--- src/rtl/serial_sub_nbit.sv ---
// Multi-cycle (n+1)-bit subtractor: k bits per clock, LSB slice first, borrow rippled
// between slices, with a start/busy/done handshake and registered diff/borrow outputs.
module serial_sub_nbit #(
   parameter int n = 15,
   parameter int k = 1
) (
   input  logic       clk,
   input  logic       rst_n,
   input  logic       start,
   input  logic [n:0] a,
   input  logic [n:0] b,
   input  logic       bin,
   output logic [n:0] diff,
   output logic       borrow,
   output logic       busy,
   output logic       done
);

   localparam int L  = (n + 1) / k;
   localparam int CW = (L > 1) ? $clog2(L) : 1;
   localparam logic [CW-1:0] LAST = CW'(L - 1);

   typedef enum logic [1:0] {
      S_IDLE = 2'd0,
      S_RUN  = 2'd1,
      S_DONE = 2'd2
   } state_t;

   state_t          r_state;
   state_t          w_state_next;
   logic [n:0]      r_a;
   logic [n:0]      r_b;
   logic            r_br;
   logic [n:0]      r_res;
   logic [n:0]      r_diff;
   logic            r_borrow;
   logic [CW-1:0]   r_cnt;

   logic            w_accept;
   logic            w_run;
   logic            w_last;
   logic [k:0]      w_slice;
   logic            w_bo;
   logic [n+k:0]    w_a_cat;
   logic [n+k:0]    w_b_cat;
   logic [n+k:0]    w_res_cat;
   logic [n:0]      w_a_shift;
   logic [n:0]      w_b_shift;
   logic [n:0]      w_res_next;

   assign w_run    = (r_state == S_RUN);
   assign w_accept = start && !w_run;
   assign w_last   = w_run && (r_cnt == LAST);

   // One k-bit slice per cycle; the extra MSB of the (k+1)-bit difference is the slice borrow.
   assign w_slice = {1'b0, r_a[k-1:0]} - {1'b0, r_b[k-1:0]} - {{k{1'b0}}, r_br};
   assign w_bo    = w_slice[k];

   // Concatenate-and-slice keeps the shifts legal even when k spans the full width.
   assign w_a_cat    = {{k{1'b0}}, r_a};
   assign w_b_cat    = {{k{1'b0}}, r_b};
   assign w_res_cat  = {w_slice[k-1:0], r_res};
   assign w_a_shift  = w_a_cat[n+k:k];
   assign w_b_shift  = w_b_cat[n+k:k];
   assign w_res_next = w_res_cat[n+k:k];

   always_ff @(posedge clk or negedge rst_n) begin
      if (!rst_n) begin
         r_state <= S_IDLE;
      end else begin
         r_state <= w_state_next;
      end
   end

   always_comb begin
      w_state_next = r_state;
      busy         = 1'b0;
      done         = 1'b0;
      case (r_state)
         S_IDLE: begin
            if (start) w_state_next = S_RUN;
         end
         S_RUN: begin
            busy = 1'b1;
            if (w_last) w_state_next = S_DONE;
         end
         S_DONE: begin
            done         = 1'b1;
            w_state_next = start ? S_RUN : S_IDLE;
         end
         default: w_state_next = S_IDLE;
      endcase
   end

   always_ff @(posedge clk or negedge rst_n) begin
      if (!rst_n) begin
         r_a      <= '0;
         r_b      <= '0;
         r_br     <= 1'b0;
         r_res    <= '0;
         r_cnt    <= '0;
         r_diff   <= '0;
         r_borrow <= 1'b0;
      end else if (w_accept) begin
         r_a   <= a;
         r_b   <= b;
         r_br  <= bin;
         r_res <= '0;
         r_cnt <= '0;
      end else if (w_run) begin
         r_a   <= w_a_shift;
         r_b   <= w_b_shift;
         r_br  <= w_bo;
         r_res <= w_res_next;
         r_cnt <= r_cnt + CW'(1);
         if (w_last) begin
            r_diff   <= w_res_next;
            r_borrow <= w_bo;
         end
      end
   end

   assign diff   = r_diff;
   assign borrow = r_borrow;

endmodule

--- config.mk ---
export PLATFORM = sky130hd
export DESIGN_NAME = serial_sub_nbit
export DESIGN_NICKNAME = d
export VERILOG_FILES = /design/src/rtl/serial_sub_nbit.sv
export SDC_FILE = /design/constraint.sdc
export NUM_CORES = 1
export LEC_CHECK = 0
export CAP_MARGIN = 20
export CORE_MARGIN = 1.5
export CORE_UTILIZATION = 41
export DETAILED_ROUTE_END_ITERATION = 8
export PLACE_DENSITY = 0.67
export SYNTH_ARGS = -nofsm -noshare
export SYNTH_HDL_FRONTEND = slang
export SYNTH_SLANG_ARGS = --single-unit
--- constraint.sdc ---
create_clock -name clk -period 1.4 [get_ports clk]
set_input_delay 0.21 -clock clk [delete_from_list [all_inputs] [get_ports clk]]
set_output_delay 0.21 -clock clk [all_outputs]
set_load 0.01 [all_outputs]
== Yosys cells after proc, flatten, opt, wreduce, memory -nomap -nowiden ==
Cells that the tools add are included.
Operators by class
  add/subtract/negate cells: 3
  equal/unequal tests: 5
  multiplexer cells: 16
  bitwise operators: 1
  reductions and logical operators: 7
Operators by type and width (count)
  $mux W16: 6
  $mux W4: 2
  $pmux W2 S3: 1
  $mux W1: 5
  $add A4 B1 Y4 const B: 1
  $eq A4 B4 Y1 const B: 1
  $mux W2: 2
  $reduce_and A3 Y1: 1
  $eq A2 B1 Y1 const B: 1
  $eq A2 B2 Y1 const B: 1
  $logic_and A1 B1 Y1: 2
  $logic_not A2 Y1: 1
  $ne A2 B1 Y1 const B: 1
  $ne A2 B2 Y1 const B: 1
  $reduce_and A2 Y1: 1
  $reduce_bool A2 Y1: 1
  $sub A1 B1 Y2: 1
  $sub A2 B1 Y2: 1
  $logic_not A1 Y1: 1
  $not A1 Y1: 1
Word-level totals
  flip-flop bits (word level): 72
  input bits: 36
  output and inout bits: 19
  logic and storage cells: 40

== Logic depth before layout (Yosys ltp) ==
Gate-level depths: netlist of the first run.
  word-level depth: 5
  depth in mapped cells: 6
  mapped depth without buffers: 4

== Worst setup path before layout of the first run ==
No wires, ideal clock.
  path kind: reg-to-reg
  start: register r_cnt[0]
  end: register r_diff[10] (netlist: diff[10])
  setup time: 0.125 ns
  data arrival time: 1.434 ns
  data required time: 1.275 ns
  slack: -0.159 ns
  stages on the path, launching flop included: 7
  path buffers: 2
  clock period less this slack: 1.559 ns
  path through: dfrtp_1 > ha_1 > and3_1 > and2_4 > buf_6 > buf_8 > mux2_4
On the way
  cells in the longest elaborated chain, start to end: 3
RTL lines
  start, declared: RTL line 37  | logic [CW-1:0] r_cnt;
  start signal, assigned: RTL line 115  | r_cnt <= r_cnt + CW'(1);
  $eq A4 B4 Y1: RTL line 53  | assign w_last = w_run && (r_cnt == LAST);
  $logic_and A1 B1 Y1: RTL line 53
  $reduce_and A3 Y1 (no line)
  end signal, assigned: RTL line 117  | r_diff <= w_res_next;
  end, declared: RTL line 35  | logic [n:0] r_diff;
Every way passes these cells.
A chain may end at the register's enable or synchronous reset.

== Worst setup path in the final report of the first run ==
  start: register r_cnt[1]
  end: register r_diff[0] (netlist: diff[0])
The elaborated chain is that of the path after synthesis.

==> impl_metrics.csv, run 1 <==
group,metric,value,unit
run_status,outcome,"finished, violations left",
run_status,failed_checks,"setup timing",
die,io_pins,55,
finish,drive_above_1_share,0.168,
timing,postLayoutSetupSlackWorst,-0.0726,ns
logic_synthesis,number_of_distinct_library_cells_after_synthesis,26,
cts,numCtsBuffers,9,
timing,timing_hold_violations_final,0,
finish,layout.cells.most_common_list,"dfrtp_1, nand2_1, o21ai_0",
timing,final_period_minus_worst_setup_slack,1.47,ns
logic_synthesis,syn-cell-area,3040,um2
power,combPwrFrac,0.322,
finish,multiInputGateArea,1190,um2
timing,relSlewSlack,0.784,
power,power.sequential.fraction,0.438,
finish,layout.cells.non_filler,438,
logic_synthesis,synthCells,269,
power,power_per_cell_area,1960,nW/um2
worst_setup_path,critPathCaptureType,"register",
place,routability_congestion_estimate_from_global_placement,0.717,
finish,flow.area_growth_from_synthesis,32.5,%
finish,stdcell_area,4030,um2
timing,layout_worst_path_cycle_share,1.05,
power,total_leakage_power,1.83,nW
worst_setup_path,worstPathRequired,1.61,ns
logic_synthesis,yosysWarnings,0,
min_path,min_path_type,"input port to async pin",
logic_synthesis,synthesis.area_per_instance,11.3,um2
grt,first_global_vias,2009,
logic_synthesis,seq_area_frac_synth,0.584,
routing,drt-wirelength-per-cell,13.4,um
power,power_report.internal_total,5.37,mW
logic_synthesis,post-synth-top-area-fraction,0.584,
routing,post-route-drc-count,0,
grt,antenna_violations_before_repair,0,
grt,globalRouteTotalUtil,0.164,
die,floorplan.die.height,89.2,um
routing,routed_via_density,4.77,
worst_setup_path,crit_path_max_fanout,8,
place,detailed_place.area,3720,um2
timing,final_number_of_max_transition_violations,0,
die,floorplan.die_area,7950,um2
power,power.ir.vdd_worst,0.000686,V
finish,layout.cells.most_common,"dfrtp_1",
finish,num-fill-cells,679,
timing,rsz0062_at_grt,"true",
die,num_rows,31,
grt,pin_count_of_the_biggest_net_entering_global_routing,59,
place,dpl_worst_slack,-0.152,ns
worst_setup_path,start_kind,"register",
timing,fin_worst_skew,0.0125,ns
power,swShare,0.321,
grt,total_overflow_reported_by_the_global_router,0,
cts,tritoncts,"built",
worst_setup_path,path_depth,5,
cts,cts_buffer_depth,2,
cts,clk_pin_slew_worst_paths,0.08,ns
power,power.switching,2.53,mW
cts,clock-sinks,71,
worst_setup_path,rr_worst_depth,5,
timing,report.final.setup_viol,16,
timing,fmaxAchievable,679,MHz
place,dp.cells,416,
grt,first_pass_grt_wire_length,9.74,mm
logic_synthesis,synth_nets,307,
worst_setup_path,path_cells,"ha_2, and3_4, and2_4, buf_12, mux2_4",
place,place_hpwl,3.92,mm
logic_synthesis,synth-seq-cells,71,
finish,finalNetCount,372,
routing,routed_wl,5.88,mm
place,placement.io_buffers,54,
job,max_cap_viol_count,0,
power,clock_network_fraction_of_design_power,0.241,
die,die_width,89.2,um
timing,worst-slew-pin-transition,0.324,ns
routing,dr_total_vias,2088,
cts,clock_insertion_delay_worst_skew,0.33,ns
finish,ff_latch_area,1780,um2
cts,htreeDepth,3,
worst_setup_path,critPathSlowestCell,"dfrtp_1",
finish,final_core_area_utilization,0.559,
worst_setup_path,cp_top_family,"flip-flops",
worst_setup_path,worstSetupPathType,"register to register",
worst_setup_path,crit_arrival,1.69,ns
cts,clockRootBuffer,"clkbuf_8",
finish,antenna-diode-count,0,
routing,postRouteAntennaNets,0,
logic_synthesis,synth_top_cell_by_area,"dfrtp_1",
worst_setup_path,worst-path-buf-inv,1,
timing,fin_tns_setup,-0.897,ns
die,core-area,7210,um2
routing,drt_iter0_drc,82,
worst_setup_path,cp_slowest_stage_delay,0.37,ns
routing,firstDrtPassIters,4,
die,initial_core_util,0.422,
logic_synthesis,synth.top_cells.by_area,"dfrtp_1, mux2i_1, o21ai_0",
[worst paths after layout]
| path | start | endpoint | slack, ns |
|---|---|---|---|
| setup / recovery | r_cnt[1] | diff[0] | -0.07 |
| hold / removal | rst_n | r_b[14] | 0.29 |
| setup reg to reg | r_cnt[1] | diff[0] | -0.07 |
| hold reg to reg | r_b[11] | r_b[10] | 0.48 |
| max in group asynchronous | rst_n | r_b[4] | 0.56 |
| min in group clk | start | r_cnt[0] | 0.38 |
[worst register-to-register path, delay by kind of cell (launching register included)]
family / cells / cell delay (ns)
buffers and inverters: 1 / 0.14
adders and majority gates: 1 / 0.19
DFF: 1 / 0.37
and+or+nand+nor: 2 / 0.35
muxes: 1 / 0.30
[repair_timing]
item,in CTS,in global routing
gates resized for setup,32,2
hold buffers,1,0
endpoints found under the setup margin,36,18
pin swaps,1,0
setup buffers,5,0
endpoints found under the hold margin,17,0
[final cells by class]
class | instances | share of cell area
Clock buffer | 12 | 0.0410
Clock inverter | 4 | 0.0189
Inverter | 4 | 0.00435
Multi-Input combinational cell | 177 | 0.295
Sequential cell | 71 | 0.441
Tap cell | 99 | 0.0307
Timing Repair Buffer | 71 | 0.169
[logic make-up (layout without fill, tap and decap cells)]
family | count (synthesis) | after routing | synth area share
and+or+nand+nor | 72 | 72 | 0.0979
DFF | 71 | 71 | 0.584
AOI/OAI and AO/OA | 52 | 52 | 0.0880
muxes | 50 | 50 | 0.181
buffers and inverters | 21 | 91 | 0.0358
adders and majority gates | 2 | 2 | 0.0107
xor gates and xnor gates | 1 | 1 | 0.00288
[sequential cells by signal, summed over array words and instances, names as in the netlist]
register,count
borrow,1
diff,16
r_a,16
r_b,16
r_br,1
r_cnt,4
r_res,15
r_state,2
[routing by layer]
layer,GRT usage,part of all wire,vias to the layer above
li1,-,-,1043
met1,0.213,0.46,1006
met5,0,0,-
met4,0.0811,0.017,0
met2,0.261,0.49,32
met3,0.0360,0.031,7
[Yosys cell counts (all sizes together)]
library cell / n
inv: 3
and3: 1
buf: 9
clkinv: 1
a22o: 1
o21ai: 49
nand2: 61
and2: 1
dfrtp: 71
ha: 1
clkbuf: 8
o22ai: 1
mux2i: 34
o211ai: 1
fa: 1
nand2b: 1
xnor2: 1
nand3b: 1
nor2: 3
mux2: 16
nor2b: 1
nand3: 3
[metrics by stage]
step | hold WS (ns) | total power [mW]
after CTS | 0.284 | 8.01
final | 0.288 | 7.90
after detailed placement | 0.107 | 6.14
after floorplan | -0.0856 | 4.99
after global routing | 0.295 | 8.54
after global placement | 0.107 | 6.00
[power by group through the flow]
stage | Combinational [mW] | Sequential, mW | Clock [mW]
2_1_floorplan | 1.51 | 3.48 | 0
3_3_place_gp | 2.55 | 3.46 | 0
3_5_place_dp | 2.63 | 3.50 | 0
4_1_cts | 2.58 | 3.47 | 1.96
5_1_grt | 2.90 | 3.57 | 2.07
6_report | 2.54 | 3.46 | 1.90
No activity file was read; power rests on OpenSTA's default activity.
==> inputs of run 2 (changes only) <==
--- a/config.mk
+++ b/config.mk
@@ -9,6 +9,7 @@
 export CORE_MARGIN = 1.5
 export CORE_UTILIZATION = 41
 export DETAILED_ROUTE_END_ITERATION = 8
+export GPL_TIMING_DRIVEN = 0
 export PLACE_DENSITY = 0.67
 export SYNTH_ARGS = -nofsm -noshare
 export SYNTH_HDL_FRONTEND = slang
==> impl_metrics.csv, run 2 (synthesis gave the netlist of run 1 again) <==
group,metric,value,unit
run_status,outcome,"finished, violations left",
run_status,failed_checks,"hold timing, setup timing",
power,power_per_cell_area,1980,nW/um2
finish,layout.cells.most_common_list,"dfrtp_1, nand2_1, o21ai_0",
grt,first_global_vias,2218,
power,total_leakage_power,1.88,nW
die,floorplan.die.height,89.2,um
finish,finalNetCount,388,
routing,m1WireLength,2.98,mm
routing,routed_via_density,4.85,
min_path,min_path_type,"input port to async pin",
routing,dr_total_vias,2203,
routing,drt_iter0_drc,82,
grt,first_pass_grt_wire_length,10.4,mm
routing,dr_wl_met2,2.92,mm
routing,post-route-drc-count,0,
die,initial_core_util,0.422,
worst_setup_path,worstSetupPathType,"register to register",
place,placement.io_buffers,53,
die,die_width,89.2,um
cts,clock_insertion_delay_worst_skew,0.35,ns
finish,layout.cells.most_common,"dfrtp_1",
timing,report.final.setup_viol,17,
timing,timing_hold_violations_final,16,
grt,globalRouteTotalUtil,0.175,
finish,flow.area_growth_from_synthesis,34.8,%
finish,drive_above_1_share,0.203,
job,max_cap_viol_count,0,
worst_setup_path,critPathCaptureType,"register",
place,routability_congestion_estimate_from_global_placement,0.735,
place,dp.cells,421,
cts,clk_pin_slew_worst_paths,0.07,ns
die,io_pins,55,
die,core-area,7210,um2
routing,dr_wl_met3,226,um
cts,postCtsHoldBufs,0,
routing,firstDrtPassIters,5,
worst_setup_path,crit_arrival,1.70,ns
cts,cts_buffer_depth,2,
cts,clock-sinks,71,
cts,tritoncts,"built",
cts,numCtsBuffers,9,
grt,pin_count_of_the_biggest_net_entering_global_routing,72,
timing,final_number_of_max_transition_violations,0,
worst_setup_path,start_kind,"register",
timing,worst-slew-pin-transition,0.898,ns
cts,clockRootBuffer,"clkbuf_8",
die,num_rows,31,
timing,rsz0062_at_grt,"true",
routing,postRouteAntennaNets,0,
timing,postLayoutSetupSlackWorst,-0.0717,ns
finish,antenna-diode-count,0,
routing,highest_routed_layer,"met4",
routing,drt-wirelength-per-cell,13.8,um
finish,layout.cells.non_filler,454,
worst_setup_path,rr_worst_depth,5,
timing,layout_worst_path_cycle_share,1.05,
grt,antenna_violations_before_repair,0,
power,power.ir.vdd_worst,0.000784,V
timing,fmaxAchievable,680,MHz
timing,final_period_minus_worst_setup_slack,1.47,ns
timing,fin_worst_skew,0.00750,ns
place,place_hpwl,3.94,mm
cts,htreeDepth,3,
timing,relSlewSlack,0.402,
timing,fin_tns_setup,-0.954,ns
worst_setup_path,worstPathRequired,1.63,ns
die,floorplan.die_area,7950,um2
grt,total_overflow_reported_by_the_global_router,0,
worst_setup_path,crit_path_max_fanout,4,
timing,timing.hold.ws,-0.0406,ns
routing,routed_wl,6.26,mm
## run 2: layout make-up
type,count,area (um2)
flip-flops and latches,71,1780
clock buffers,12,135
clock inverters,4,70.1
plain buffers,13,98.8
multi-input cells,177,1190
inverters,4,22.5
fillers,656,3110
repair buffers,74,688
well taps,99,124
## run 2: worst max-delay path: stages (launching register included)
cell and delay [ns]:
dfrtp_1 0.37, ha_2 0.19, and3_4 0.17, and2_4 0.18
buf_6 0.12, mux2_2 0.32
## run 2: worst paths after layout
kind / from / to / slack (ns)
hold / removal: rst_n / r_a[5] / -0.04
hold reg to reg: r_b[6] / r_b[5] / 0.48
max in group asynchronous: rst_n / r_state[0] / 0.79
min in group clk: start / r_b[1] / 0.31
setup reg to reg: r_cnt[1] / diff[4] / -0.07
setup / recovery: r_cnt[1] / diff[4] / -0.07
## run 2: metal layers
metal | global-route usage | vias up
met5 | 0 | -
met4 | 0.0923 | 0
met3 | 0.0286 | 11
met2 | 0.282 | 52
met1 | 0.227 | 1064
li1 | - | 1076
## run 2: what timing repair did
action | 4_1_cts | 5_1_grt
gates cloned | 1 | 0
gates resized for setup | 39 | 20
endpoints found under the setup margin | 36 | 60
setup buffers | 15 | 6
pin swaps | 1 | 1
## run 2: metrics by stage
stage	area (um2)	setup slack, ns	utilization	power (mW)
finish	4100	-0.0717	0.569	8.13
global route	4100	-0.134	0.569	8.74
CTS	4070	-0.120	0.564	8.01
detailed placement	3700	-0.509	0.513	6.10
global placement	3700	-2.32	0.514	6.01
floorplan	3050	-0.108	-	4.99
## run 2: power by group
part	switching, mW	total (mW)	internal [mW]
registers	0.524	3.45	2.93
logic	1.39	2.94	1.55
clock network	0.736	1.74	1.00
